**src/rtl/wb_hazard_pipe_pkg.sv**
```systemverilog
// Shared types for the write-back hazard pipeline:
// in-flight write entries, result sources and Tnew.
package wb_hazard_pipe_pkg;

   localparam int WB_DW = 32;

   localparam logic [1:0] SRC_IMM = 2'd0;
   localparam logic [1:0] SRC_ALU = 2'd1;
   localparam logic [1:0] SRC_MEM = 2'd2;

   typedef enum logic [1:0] {
      STG_E,
      STG_M,
      STG_W
   } stage_t;

   typedef struct packed {
      logic             wen;
      logic [4:0]       a3;
      logic [1:0]       src;
      logic [WB_DW-1:0] wd;
      logic [WB_DW-1:0] pc8;
   } entry_t;

   // Cycles until the result of an entry in stage stg becomes forwardable.
   function automatic logic [1:0] tnew(
      input stage_t     stg,
      input logic [1:0] src
   );
      logic [1:0] t;
      t = 2'd0;
      unique case (stg)
         STG_E:   t = src;
         STG_M:   t = (src == SRC_MEM) ? 2'd1 : 2'd0;
         default: t = 2'd0;
      endcase
      return t;
   endfunction

endpackage

```
**src/rtl/wb_fwd_sel.sv**
```systemverilog
// Per-operand RAW resolver: picks the youngest matching in-flight write
// and derives forwarded data plus a stall request from Tnew vs Tuse.
module wb_fwd_sel
   import wb_hazard_pipe_pkg::*;
(
   input  entry_t           e_ent,
   input  entry_t           m_ent,
   input  entry_t           w_ent,
   input  logic [4:0]       addr,
   input  logic [1:0]       tuse,
   output logic             fwd_valid,
   output logic [WB_DW-1:0] fwd_data,
   output logic             stall_req
);

   logic             nz;
   logic             hit_e;
   logic             hit_m;
   logic             hit_w;
   logic             hit;
   logic [1:0]       t;
   logic [WB_DW-1:0] wd;

   assign nz    = (addr != 5'd0);
   assign hit_e = nz && e_ent.wen && (e_ent.a3 == addr);
   assign hit_m = nz && m_ent.wen && (m_ent.a3 == addr);
   assign hit_w = nz && w_ent.wen && (w_ent.a3 == addr);

   always_comb begin
      hit = 1'b0;
      t   = 2'd0;
      wd  = '0;
      if (hit_e) begin
         hit = 1'b1;
         t   = tnew(STG_E, e_ent.src);
         wd  = e_ent.wd;
      end else if (hit_m) begin
         hit = 1'b1;
         t   = tnew(STG_M, m_ent.src);
         wd  = m_ent.wd;
      end else if (hit_w) begin
         hit = 1'b1;
         t   = tnew(STG_W, w_ent.src);
         wd  = w_ent.wd;
      end
   end

   // A result is forwardable exactly when nothing is left to produce.
   assign fwd_valid = hit && (t == 2'd0);
   assign fwd_data  = fwd_valid ? wd : '0;
   assign stall_req = hit && (t > tuse);

endmodule

```
**src/rtl/wb_hazard_pipe.sv**
```systemverilog
// Tracks in-flight GPR writes through E/M/W, drives the register-file
// write port from W and resolves decode-stage RAW hazards.
module wb_hazard_pipe
   import wb_hazard_pipe_pkg::*;
#(
   parameter int DW = WB_DW
) (
   input  logic          clk,
   input  logic          rst,
   input  logic          issue_valid,
   input  logic          issue_wen,
   input  logic [4:0]    issue_a3,
   input  logic [1:0]    issue_src,
   input  logic [DW-1:0] issue_wd,
   input  logic [DW-1:0] issue_pc8,
   input  logic [DW-1:0] e_wd,
   input  logic [DW-1:0] m_wd,
   input  logic [4:0]    rs_addr,
   input  logic [4:0]    rt_addr,
   input  logic [1:0]    rs_tuse,
   input  logic [1:0]    rt_tuse,
   output logic          stall,
   output logic          fwd_rs_valid,
   output logic          fwd_rt_valid,
   output logic [DW-1:0] fwd_rs_data,
   output logic [DW-1:0] fwd_rt_data,
   output logic          grf_we,
   output logic [4:0]    grf_a3,
   output logic [DW-1:0] grf_wd,
   output logic [DW-1:0] grf_pc8
);

   entry_t     e_q;
   entry_t     m_q;
   entry_t     w_q;
   entry_t     e_d;
   logic [1:0] src_n;
   logic       rs_stall;
   logic       rt_stall;

   // Illegal source 3 behaves like a load.
   assign src_n = (issue_src == 2'd3) ? SRC_MEM : issue_src;

   always_comb begin
      e_d = '0;
      if (issue_valid && !stall) begin
         e_d.wen = issue_wen && (issue_a3 != 5'd0);
         e_d.a3  = issue_a3;
         e_d.src = src_n;
         e_d.wd  = (src_n == SRC_IMM) ? issue_wd : '0;
         e_d.pc8 = issue_pc8;
      end
   end

   always_ff @(posedge clk) begin
      if (rst) begin
         e_q <= '0;
         m_q <= '0;
         w_q <= '0;
      end else begin
         e_q <= e_d;
         m_q <= e_q;
         if (e_q.src == SRC_ALU)
            m_q.wd <= e_wd;
         w_q <= m_q;
         if (m_q.src == SRC_MEM)
            w_q.wd <= m_wd;
      end
   end

   wb_fwd_sel u_rs (
      .e_ent     (e_q),
      .m_ent     (m_q),
      .w_ent     (w_q),
      .addr      (rs_addr),
      .tuse      (rs_tuse),
      .fwd_valid (fwd_rs_valid),
      .fwd_data  (fwd_rs_data),
      .stall_req (rs_stall)
   );

   wb_fwd_sel u_rt (
      .e_ent     (e_q),
      .m_ent     (m_q),
      .w_ent     (w_q),
      .addr      (rt_addr),
      .tuse      (rt_tuse),
      .fwd_valid (fwd_rt_valid),
      .fwd_data  (fwd_rt_data),
      .stall_req (rt_stall)
   );

   assign stall   = rs_stall || rt_stall;
   assign grf_we  = w_q.wen;
   assign grf_a3  = w_q.a3;
   assign grf_wd  = w_q.wd;
   assign grf_pc8 = w_q.pc8;

endmodule

```
**config.mk**
```make
export PLATFORM = sky130hd
export DESIGN_NAME = wb_hazard_pipe
export DESIGN_NICKNAME = d
export VERILOG_FILES = /design/src/rtl/wb_hazard_pipe_pkg.sv /design/src/rtl/wb_fwd_sel.sv /design/src/rtl/wb_hazard_pipe.sv
export SDC_FILE = /design/constraint.sdc
export NUM_CORES = 1
export LEC_CHECK = 0
export CAP_MARGIN = 20
export CORE_UTILIZATION = 52
export CTS_BUF_LIST = sky130_fd_sc_hd__clkbuf_4
export DETAILED_ROUTE_END_ITERATION = 10
export HOLD_SLACK_MARGIN = 0.1
export PLACE_DENSITY = 0.88
export SLEW_MARGIN = 20
export SYNTH_ARGS = -nofsm -noshare
export SYNTH_HDL_FRONTEND = slang
export SYNTH_HIERARCHICAL = 1
export SYNTH_SLANG_ARGS = --single-unit
```
**constraint.sdc**
```tcl
create_clock -name clk -period 8.6 [get_ports clk]
set_clock_uncertainty 0.15 [all_clocks]
set_input_delay 2.15 -clock clk [delete_from_list [all_inputs] [get_ports clk]]
set_output_delay 2.15 -clock clk [all_outputs]
set_load 0.02 [all_outputs]
```
# ---- Yosys cells after proc, flatten, opt, wreduce, memory -nomap -nowiden
# Index checks and enable logic that the tools add are counted.
dict set report op_classes {
  order_cmp 2
  eq_ne 9
  n_mux 22
  bitwise 2
  n_reduce_logical 28
}
# operator n
set op_table {}
lappend op_table {{two-way mux 32 bit} 10}
lappend op_table {{equality test 5 bit} 6}
lappend op_table {{logical AND 1 bit} 18}
lappend op_table {{nonzero test 5 bit} 3}
lappend op_table {{two-way mux 1 bit} 8}
lappend op_table {{two-way mux 2 bit} 4}
lappend op_table {{logical NOT 2 bit} 3}
lappend op_table {{equality test 2 bit, second input constant} 2}
lappend op_table {{greater-than comparator 2 bit} 2}
lappend op_table {{OR reduction 3 bit} 1}
lappend op_table {{equality test 2 x 1 -> 1 bit, second input constant} 1}
lappend op_table {{inverter 1 bit} 2}
lappend op_table {{OR reduction 2 bit} 1}
lappend op_table {{logical NOT 1 bit} 1}
lappend op_table {{logical OR 1 bit} 1}
dict set report totals {
  register_bits 214
  input_bits 153
  out_inout_bits 137
  elab_cells 77
}

# ---- Logic depth before layout (Yosys ltp)
# Gate-level depths: netlist (run 1).
dict set report depth {
  depth_word 12
  depth_mapped 16
}

# ---- Cells and area by module
# The synthesis (run 1) kept the hierarchy.
# module n_inst cells_each area_per_inst_um2 seq_area_each_um2
set modules_own_cells {}
lappend modules_own_cells {wb_hazard_pipe 1 676 6844.1 4324.1}
lappend modules_own_cells {wb_fwd_sel 2 158 1193.6 0.0}

# ---- Worst setup path before layout (run 1)
# No wires, ideal clock.
dict set report synth_path {
  path_type {input to output}
  start {in rs_addr[0]}
  end {out stall}
  arrival_ns 4.378
  setup_slack_ns 1.922
  path_stages 9
  path_cell_list {clkbuf_1 > xnor2_1 > nand4_1 > nor3_2 > clkbuf_1 > and2_1 > ha_1 > a211oi_1 > or2_2}
}
dict set report synth_between {
  elab_chain_cells 8
  elab_cells_between_ends 18
  classes_between {order compare (1); eq/ne (3); mux (5); reduce/logical (9)}
}
# item line_no
set synth_rtl {}
lappend synth_rtl {{start: declaration} wb_hazard_pipe.sv:18} ;# input logic [4:0] rs_addr,
lappend synth_rtl {{nonzero test 5 bit} wb_fwd_sel.sv:24} ;# assign nz = (addr != 5'd0);
lappend synth_rtl {{logical AND 1 bit, on equally long branches (2 in a row)} {wb_fwd_sel.sv:26, wb_fwd_sel.sv:27}}
lappend synth_rtl {{two-way mux 2 bit / two-way mux 1 bit (equally long branches)} {wb_fwd_sel.sv:37, wb_fwd_sel.sv:41}}
lappend synth_rtl {{two-way mux 2 bit / two-way mux 1 bit (equally long branches)} {wb_fwd_sel.sv:33, wb_fwd_sel.sv:37}}
lappend synth_rtl {{greater-than comparator 2 bit / two-way mux 1 bit (equally long branches)} {wb_fwd_sel.sv:51, wb_fwd_sel.sv:33}}
lappend synth_rtl {{logical AND 1 bit *} wb_fwd_sel.sv:51} ;# assign stall_req = hit && (t > tuse);
lappend synth_rtl {{net rs_stall} wb_hazard_pipe.sv:38} ;# logic rs_stall;
lappend synth_rtl {{logical OR 1 bit *} wb_hazard_pipe.sv:93} ;# assign stall = rs_stall || rt_stall;
lappend synth_rtl {{end: declaration} wb_hazard_pipe.sv:22} ;# output logic stall,
# The timed path passes the listed nets; every way through them passes the cells marked *.

# ---- Worst setup path after layout (run 1)
dict set report layout_path {
  start {in rt_addr[1]}
  end {out fwd_rt_data[0]}
}
dict set report layout_between {
  elab_chain_cells 8
  elab_cells_between_ends 21
  classes_between {eq/ne (3); mux (9); reduce/logical (9)}
}
# item line_no
set layout_rtl {}
lappend layout_rtl {{start: declaration} wb_hazard_pipe.sv:19} ;# input logic [4:0] rt_addr,
lappend layout_rtl {{nonzero test 5 bit} wb_fwd_sel.sv:24}
lappend layout_rtl {{logical AND 1 bit, on equally long branches (2 in a row)} {wb_fwd_sel.sv:27, wb_fwd_sel.sv:26}}
lappend layout_rtl {{two-way mux 1 bit, on equally long branches} {wb_fwd_sel.sv:41, wb_fwd_sel.sv:37}}
lappend layout_rtl {{two-way mux 1 bit / two-way mux 2 bit (equally long branches)} {wb_fwd_sel.sv:37, wb_fwd_sel.sv:33}}
lappend layout_rtl {{two-way mux 1 bit / logical NOT 2 bit (equally long branches)} {wb_fwd_sel.sv:33, wb_fwd_sel.sv:49}}
lappend layout_rtl {{logical AND 1 bit} wb_fwd_sel.sv:49} ;# assign fwd_valid = hit && (t == 2'd0);
lappend layout_rtl {{two-way mux 32 bit *} wb_fwd_sel.sv:50} ;# assign fwd_data = fwd_valid ? wd : '0;
lappend layout_rtl {{end: declaration} wb_hazard_pipe.sv:26} ;# output logic [DW-1:0] fwd_rt_data,
# Every way passes the cells marked *; elsewhere a longest branch is shown, timed or not.

==> impl_metrics.py, run 1 <==
metrics = {
    "sta": {
        "setup_tns_ps": 0,
        "hold_ws_ps": 275,
        "fmaxAchievable_mhz": 126,
        "finalMaxSlewViolations": 0,
        "final.period_utilization": 0.920,
        "tightest_slew_ps": 929,
        "finalHoldViolations": 0,
        "setup_viol": 0,
        "rsz0062_at_grt": "no",
        "relSlewSlack": 0.380,
        "min_period_ps": 7910,
    },
    "die": {
        "core.rowCount": 48,
        "die_x_um": 135,
        "dieArea_um2": 18200,
        "start_util": 0.531,
        "io_pins": 290,
        "design.core.area_um2": 17300,
        "die_h_um": 135,
    },
    "place": {
        "gp_congestion": 0.976,
        "hpwl_um": 18200,
        "port_buffers": 289,
        "dp_cells": 1380,
    },
    "detailed_routing": {
        "highest_layer": "met4",
        "drt_pass1_iterations": 6,
        "ant_nets": 0,
        "wl_met2_um": 12800,
        "drtIter0Drc": 530,
        "wl_um": 27100,
        "wl_met1_um": 10100,
        "wl_per_cell_um": 18.3,
        "drc_errors": 0,
        "viasPerCell": 5.39,
        "wl_met3_um": 2890,
        "vias": 7995,
    },
    "power": {
        "intPower_w": 0.00152,
        "combPwrFrac": 0.081,
        "total_power_w": 0.00202,
        "p_sw_w": 0.000499,
        "pwr-share-clk": 0.410,
        "p_leak_nw": 4.36,
        "vdd_drop_max_mv": 0.145,
        "seq_power_share": 0.509,
        "switching_share": 0.247,
        "p_per_area_nw_per_um2": 164,
    },
    "run_status": {
        "status": "complete, no violations",
    },
    "global_route": {
        "grt_use_total": 0.292,
        "grt_max_degree": 81,
        "grt_first_pass_wirelength_um": 41000,
        "grt_pass1_vias": 7769,
        "globalRouteOverflowTotal": 0,
        "antenna_found_initial": 1,
    },
    "finish": {
        "nNetsFinal": 1370,
        "final_layout_size_suffix_gt1_frac": 0.142,
        "final_util": 0.711,
        "seq_area_um2": 4280,
        "fillers": 1283,
        "syn2layout_area_growth_pct": 34.0,
        "multi_input_area_um2": 3990,
        "fin_cells": 1483,
    },
    "setup_path": {
        "worst-setup-path-type": "in -> out",
        "crit_chain": "clkdlybuf4s50_1 -> or4_4 -> nor2_1 -> or3_1 -> a31oi_4 -> buf_4 -> nor3_1 -> clkdlybuf4s50_1",
        "critical_path_arrival_ps": 5610,
        "slowest_stage": "clkdlybuf4s50_1",
        "crit_path_end_kind": "output port",
        "cpPeakStageDelay_ps": 650,
        "path_max_fanout": 33,
        "cp.required_ps": 6300,
        "critPathMostFrequentCell": "clkdlybuf4s50_1",
        "crit_path_start_kind": "input port",
    },
    "min_path": {
        "hp-class": "reg -> reg",
    },
    "clocking": {
        "numCtsBuffers": 56,
        "cts_buffer_depth": 3,
        "numClockSinks": 214,
        "clock_latency_ps": 680,
        "cts_htree_levels": 2,
        "cts_tree": "done",
        "cts_setup_buffers": 0,
        "cts-hold-fix-buffers": 0,
        "clk_pin_slew_ps": 70,
        "clockRootBuffer": "clkbuf_4",
        "post_cts.resized_instances": 0,
    },
    "job": {
        "max_cap_viol_count": 0,
    },
    "synth": {
        "ys_warn_count": 6,
        "syn_nets": 1145,
        "synthCells": 988,
        "synth_area_um2": 9180,
        "syn-mean-instance-area_um2": 9.29,
    },
}
## final cells by class
class,count,area share
Multi-Input combinational cell,627,0.325
Clock buffer,74,0.0452
Timing Repair Buffer,307,0.246
Sequential cell,214,0.348
Tap cell,225,0.0229
Antenna cell,1,0.000203
Inverter,7,0.00214
Clock inverter,28,0.0108
## metrics by stage
step | setup WS (ps) | cell area [µm²]
2_1_floorplan | 1920 | 9180
3_5_place_dp | 764 | 11600
3_3_place_gp | 939 | 11600
6_report | 685 | 12300
5_1_grt | 623 | 12300
4_1_cts | 760 | 12300
## final timing paths
kind	depth (start not counted)	endpoint	startpoint	slack (ps)
min reg2reg	1	m_q[11]$_SDFF_PP0_	e_q[11]$_SDFF_PP0_	270
max	8	fwd_rt_data[0]	rt_addr[1]	690
min	1	m_q[11]$_SDFF_PP0_	e_q[11]$_SDFF_PP0_	270
max reg2reg	11	e_q[36]$_SDFF_PP0_	e_q[69]$_SDFF_PP0_	4910
## flip-flops by register name, summed over array words and instances (netlist names)
register  cells
grf_we        1
m_q          72
grf_a3        5
grf_pc8      32
e_q          72
grf_wd       32
## metal layers
| layer | global-route usage | vias up |
|---|---|---|
| met5 | 0 | - |
| li1 | - | 3731 |
| met3 | 0.0815 | 95 |
| met2 | 0.479 | 543 |
| met4 | 0.170 | 0 |
| met1 | 0.342 | 3626 |
## worst max-delay path: cells and delay by family
family | cells | cell delay [ps]
AOI/OAI and AO/OA | 1 | 140
buffers and inverters | 3 | 1490
and+or+nand+nor | 4 | 1780
## cells in the final DEF (no fill, tap or decap), types with 2 or more instances in the layout
cell	count
a211oi_1	2
a211oi_4	2
a21oi_1	68
a221oi_1	62
a221oi_2	2
a31oi_4	2
and2_1	69
and4_1	2
buf_4	19
clkbuf_4	74
clkdlybuf4s50_1	288
clkinv_1	21
clkinv_2	4
dfxtp_1	214
ha_1	4
inv_1	7
nand2_1	130
nand2b_1	2
nand4_1	6
nand4b_1	2
nor2_1	73
nor2_2	2
nor2b_1	78
nor2b_2	2
nor3_1	4
nor3_2	60
nor3_4	2
nor3b_1	3
nor4b_1	2
o211a_4	2
o211ai_1	4
o22ai_1	2
or3_1	3
or4_4	2
xnor2_1	30
## power by group through the flow
stage                     Clock [W]  Combinational [W]  Sequential (W)
after floorplan                   0          0.0000722         0.00105
after global routing       0.000908           0.000174         0.00103
after detailed placement          0           0.000161         0.00105
after CTS                  0.000852           0.000162         0.00103
final                      0.000828           0.000163         0.00103
after global placement            0           0.000159         0.00105
No activity file was read; power rests on OpenSTA's default activity.
==> run 2, diff against run 1 <==
--- a/config.mk
+++ b/config.mk
@@ -6,6 +6,7 @@
 export NUM_CORES = 1
 export LEC_CHECK = 0
 export CAP_MARGIN = 20
+export CORE_ASPECT_RATIO = 0.75
 export CORE_UTILIZATION = 52
 export CTS_BUF_LIST = sky130_fd_sc_hd__clkbuf_4
 export DETAILED_ROUTE_END_ITERATION = 10
==> impl_metrics.py, run 2 (same netlist as run 1, synthesis figures left out) <==
metrics = {
    "min_path": {
        "min_path_cells": 1,
        "hp-class": "reg -> reg",
    },
    "clocking": {
        "clk_pin_slew_ps": 70,
        "post_cts.resized_instances": 0,
        "cts_setup_buffers": 0,
        "cts-hold-fix-buffers": 0,
        "numCtsBuffers": 51,
        "clockRootBuffer": "clkbuf_4",
        "cts_htree_levels": 2,
        "numClockSinks": 214,
        "cts_buffer_depth": 3,
        "clock_latency_ps": 650,
        "cts_tree": "done",
    },
    "sta": {
        "rsz0062_at_grt": "no",
        "min_period_ps": 7960,
        "setup_viol": 0,
        "tightest_slew_ps": 952,
        "relSlewSlack": 0.364,
        "setup_slack_ps": 644,
        "finalMaxSlewViolations": 0,
        "fmaxAchievable_mhz": 126,
        "hold_ws_ps": 279,
        "final.period_utilization": 0.925,
        "finalHoldViolations": 0,
        "setup_tns_ps": 0,
    },
    "global_route": {
        "grt_pass1_vias": 7695,
        "grt_first_pass_wirelength_um": 40900,
        "grt_max_degree": 86,
        "grt_use_total": 0.293,
        "globalRouteOverflowTotal": 0,
        "antenna_found_initial": 2,
    },
    "die": {
        "start_util": 0.539,
        "io_pins": 290,
        "design.core.area_um2": 17000,
        "die_x_um": 155,
        "core.rowCount": 41,
        "dieArea_um2": 18200,
        "die_h_um": 117,
    },
    "finish": {
        "reg_top3": "e_q x72, m_q x72",
        "fin_cells": 1483,
        "fillers": 1275,
        "final_layout_size_suffix_gt1_frac": 0.146,
        "nNetsFinal": 1366,
        "syn2layout_area_growth_pct": 34.2,
        "final_cell_mix": "clkdlybuf4s50_1, dfxtp_1, nand2_1",
        "final_common_cell": "clkdlybuf4s50_1",
    },
    "setup_path": {
        "path_max_fanout": 17,
        "crit_path_end_kind": "output port",
        "cp.required_ps": 6300,
        "worst-setup-path-type": "in -> out",
        "crit_path_start_kind": "input port",
        "r2r_cells": 13,
        "critical_path_arrival_ps": 5660,
    },
    "power": {
        "p_per_area_nw_per_um2": 163,
        "p_leak_nw": 4.35,
        "vdd_drop_max_mv": 0.124,
    },
    "place": {
        "dp_cells": 1392,
        "pre_cts_slack_ps": 658,
        "hpwl_um": 18200,
        "gp_congestion": 0.894,
        "port_buffers": 289,
    },
    "detailed_routing": {
        "drt_pass1_iterations": 5,
        "drtIter0Drc": 676,
        "ant_nets": 0,
        "drc_errors": 0,
        "wl_um": 27300,
        "viasPerCell": 5.36,
        "vias": 7953,
        "wl_per_cell_um": 18.4,
    },
    "job": {
        "max_cap_viol_count": 0,
    },
    "run_status": {
        "status": "complete, no violations",
    },
}
## run 2: changes by cell type in the layout (fill, tap and decap cells not counted), sizes merged
cell,change
buf,+1
clkbuf,+5
clkinv,-19
clkinvlp,+1
diode,+2
inv,-1
## run 2: cell type report
cell class,instances,area (µm²),share of cell area
Antenna cell,3,7.51,0.000610
Clock buffer,79,593,0.0482
Clock inverter,9,45.0,0.00366
Inverter,7,26.3,0.00213
Multi-Input combinational cell,627,4020,0.326
Sequential cell,214,4280,0.348
Tap cell,236,295,0.0240
Timing Repair Buffer,308,3050,0.247
## run 2: through the flow
| stage | util | cell area, µm² | power, W |
|---|---|---|---|
| 6_report | 0.723 | 12300 | 0.00200 |
| 5_1_grt | 0.723 | 12300 | 0.00209 |
| 4_1_cts | 0.723 | 12300 | 0.00202 |
| 3_5_place_dp | 0.685 | 11700 | 0.00121 |
| 3_3_place_gp | 0.685 | 11700 | 0.00121 |
| 2_1_floorplan | - | 9180 | 0.00112 |
## run 2: where the power goes
group / switching, W / internal, W
clock network: 0.000397 / 0.000416
registers: 0.0000132 / 0.00101
logic: 0.0000677 / 0.0000963
total: 0.000478 / 0.00153
## run 2: final timing paths
check	start	endpoint	slack, ps
hold reg to reg	m_q[6]$_SDFF_PP0_	grf_pc8[6]$_SDFF_PP0_	280
setup / recovery	rs_addr[0]	stall	640
hold / removal	m_q[6]$_SDFF_PP0_	grf_pc8[6]$_SDFF_PP0_	280
setup reg to reg	e_q[70]$_SDFF_PP0_	e_q[38]$_SDFF_PP0_	4750
## run 2: layer usage
| metal | vias to the layer above | wire length, µm | track usage | part of all wire |
|---|---|---|---|---|
| li1 | 3723 | - | - | - |
| met1 | 3689 | 11400 | 0.380 | 0.42 |
| met2 | 476 | 12500 | 0.477 | 0.46 |
| met3 | 65 | 2770 | 0.0692 | 0.10 |
| met4 | 0 | 658 | 0.114 | 0.024 |
| met5 | - | 0 | 0 | 0 |
## run 2: critical path: stages
cell and delay [ps]:
clkdlybuf4s50_1 710, xnor2_1 170, nand4_1 230, nor3_4 650, and2_1 240, ha_1 250, a211oi_1 430, or2_2 190
clkdlybuf4s50_1 620
==> run 3, diff against run 2 <==
--- a/config.mk
+++ b/config.mk
@@ -6,12 +6,15 @@
 export NUM_CORES = 1
 export LEC_CHECK = 0
 export CAP_MARGIN = 20
+export CELL_PAD_IN_SITES_DETAIL_PLACEMENT = 2
+export CELL_PAD_IN_SITES_GLOBAL_PLACEMENT = 2
 export CORE_ASPECT_RATIO = 0.75
-export CORE_UTILIZATION = 52
+export CORE_UTILIZATION = 30
 export CTS_BUF_LIST = sky130_fd_sc_hd__clkbuf_4
+export CTS_CLUSTER_SIZE = 28
 export DETAILED_ROUTE_END_ITERATION = 10
 export HOLD_SLACK_MARGIN = 0.1
-export PLACE_DENSITY = 0.88
+export PLACE_DENSITY_LB_ADDON = 0.1
 export SLEW_MARGIN = 20
 export SYNTH_ARGS = -nofsm -noshare
 export SYNTH_HDL_FRONTEND = slang
==> impl_metrics.py, run 3 (same netlist as run 1, synthesis figures left out) <==
metrics = {
    "setup_path": {
        "cp_num_buf_inv": 2,
        "critical_path_arrival_ps": 5450,
        "cpPeakStageDelay_ps": 640,
        "crit_chain": "clkdlybuf4s50_1 -> or4_4 -> o211a_4 -> nand4b_1 -> nor2_1 -> a21oi_1 -> ha_1 -> a211oi_1 -> or2_2 -> clkdlybuf4s50_1",
        "crit_path_end_kind": "output port",
        "slowest_stage": "clkdlybuf4s50_1",
        "crit_path_start_kind": "input port",
        "cp.required_ps": 6300,
        "path_max_fanout": 4,
        "critPathMostFrequentCell": "clkdlybuf4s50_1",
        "worst-setup-path-type": "in -> out",
        "critPathTopFamily": "buffers and inverters",
    },
    "place": {
        "port_buffers": 289,
        "dp_cells": 1553,
        "pre_cts_slack_ps": 826,
        "gp_congestion": 0.783,
        "hpwl_um": 23800,
    },
    "sta": {
        "relSlewSlack": 0.288,
        "finalMaxSlewViolations": 0,
        "min_period_ps": 7750,
        "setup_viol": 0,
        "final.period_utilization": 0.901,
        "tightest_slew_ps": 1070,
        "fmaxAchievable_mhz": 129,
        "setup_slack_ps": 851,
        "finalHoldViolations": 0,
        "setup_tns_ps": 0,
        "rsz0062_at_grt": "no",
    },
    "global_route": {
        "grt_use_total": 0.224,
        "globalRouteOverflowTotal": 0,
        "grt_max_degree": 74,
        "antenna_found_initial": 5,
        "grt_pass1_vias": 8644,
        "grt_first_pass_wirelength_um": 52900,
    },
    "finish": {
        "syn2layout_area_growth_pct": 36.4,
        "final_cell_mix": "clkdlybuf4s50_1, dfxtp_1, nand2_1",
        "seq_area_um2": 4280,
        "multi_input_area_um2": 4030,
        "final_common_cell": "clkdlybuf4s50_1",
        "fin_cells": 1647,
        "reg_top3": "e_q x72, m_q x72",
        "nNetsFinal": 1370,
        "fillers": 3281,
        "final_layout_size_suffix_gt1_frac": 0.145,
    },
    "clocking": {
        "cts_setup_buffers": 0,
        "cts_htree_levels": 2,
        "numClockSinks": 214,
        "post_cts.resized_instances": 0,
        "clock_latency_ps": 700,
        "cts_tree": "done",
        "clockRootBuffer": "clkbuf_4",
        "numCtsBuffers": 57,
        "cts-hold-fix-buffers": 0,
        "clk_pin_slew_ps": 70,
        "cts_buffer_depth": 3,
    },
    "die": {
        "io_pins": 290,
        "design.core.area_um2": 30100,
        "die_x_um": 204,
        "die_h_um": 153,
        "core.rowCount": 55,
        "start_util": 0.305,
        "dieArea_um2": 31300,
    },
    "detailed_routing": {
        "ant_nets": 0,
        "vias": 7896,
        "drt_pass1_iterations": 5,
        "wl_per_cell_um": 21.0,
        "drc_errors": 0,
        "viasPerCell": 4.79,
        "drtIter0Drc": 357,
        "wl_um": 34600,
    },
    "power": {
        "p_leak_nw": 4.33,
        "p_per_area_nw_per_um2": 162,
        "total_power_w": 0.00202,
        "vdd_drop_max_mv": 0.0870,
    },
    "job": {
        "max_cap_viol_count": 0,
    },
    "run_status": {
        "status": "complete, no violations",
    },
    "min_path": {
        "hp-class": "reg -> reg",
    },
}
[run 3: cell type report]
cell class / instances / area share
Timing Repair Buffer: 306 / 0.243
Inverter: 7 / 0.00210
Tap cell: 399 / 0.0399
Antenna cell: 3 / 0.000600
Sequential cell: 214 / 0.342
Clock buffer: 74 / 0.0444
Clock inverter: 17 / 0.00600
Multi-Input combinational cell: 627 / 0.322
[run 3: worst reg2reg max path: stages (launching register included)]
cell,delay (ps)
dfxtp_1,410
xnor2_1,160
nand4_1,250
nor3_4,300
nor2_1,90
a21oi_1,140
ha_1,160
inv_1,40
a21oi_1,140
a211oi_1,100
nor4b_4,270
buf_4,390
nor3b_4,260
buf_4,360
and2_1,210
[run 3: path summary, 6_finish.rpt]
path,startpoint,end,slack [ps],depth (start not counted)
setup / recovery,rt_addr[4],stall,850,10
hold / removal,e_q[4]$_SDFF_PP0_,m_q[4]$_SDFF_PP0_,280,1
setup reg to reg,e_q[70]$_SDFF_PP0_,e_q[52]$_SDFF_PP0_,5090,14
hold reg to reg,e_q[4]$_SDFF_PP0_,m_q[4]$_SDFF_PP0_,280,1
[run 3: through the flow]
stage / cell area (µm²) / hold slack [ps] / util
2_1_floorplan: 9180 / 264 / -
3_3_place_gp: 11900 / 265 / 0.394
3_5_place_dp: 11900 / 275 / 0.394
4_1_cts: 12500 / 287 / 0.415
5_1_grt: 12500 / 303 / 0.415
6_report: 12500 / 279 / 0.415
[run 3: metal layers]
layer  wire (µm)  global-route usage
met3        2120              0.0567
met5          13                   0
met2       15800               0.353
met1       16200               0.302
met4         456              0.0565
[run 3: report_power, final]
part,switching [W],leakage [nW],internal [W],total (W)
Combinational,0.0000708,2.22,0.0000961,0.000167
Clock,0.000429,0.371,0.000397,0.000826
Sequential,0.0000147,1.74,0.00101,0.00103
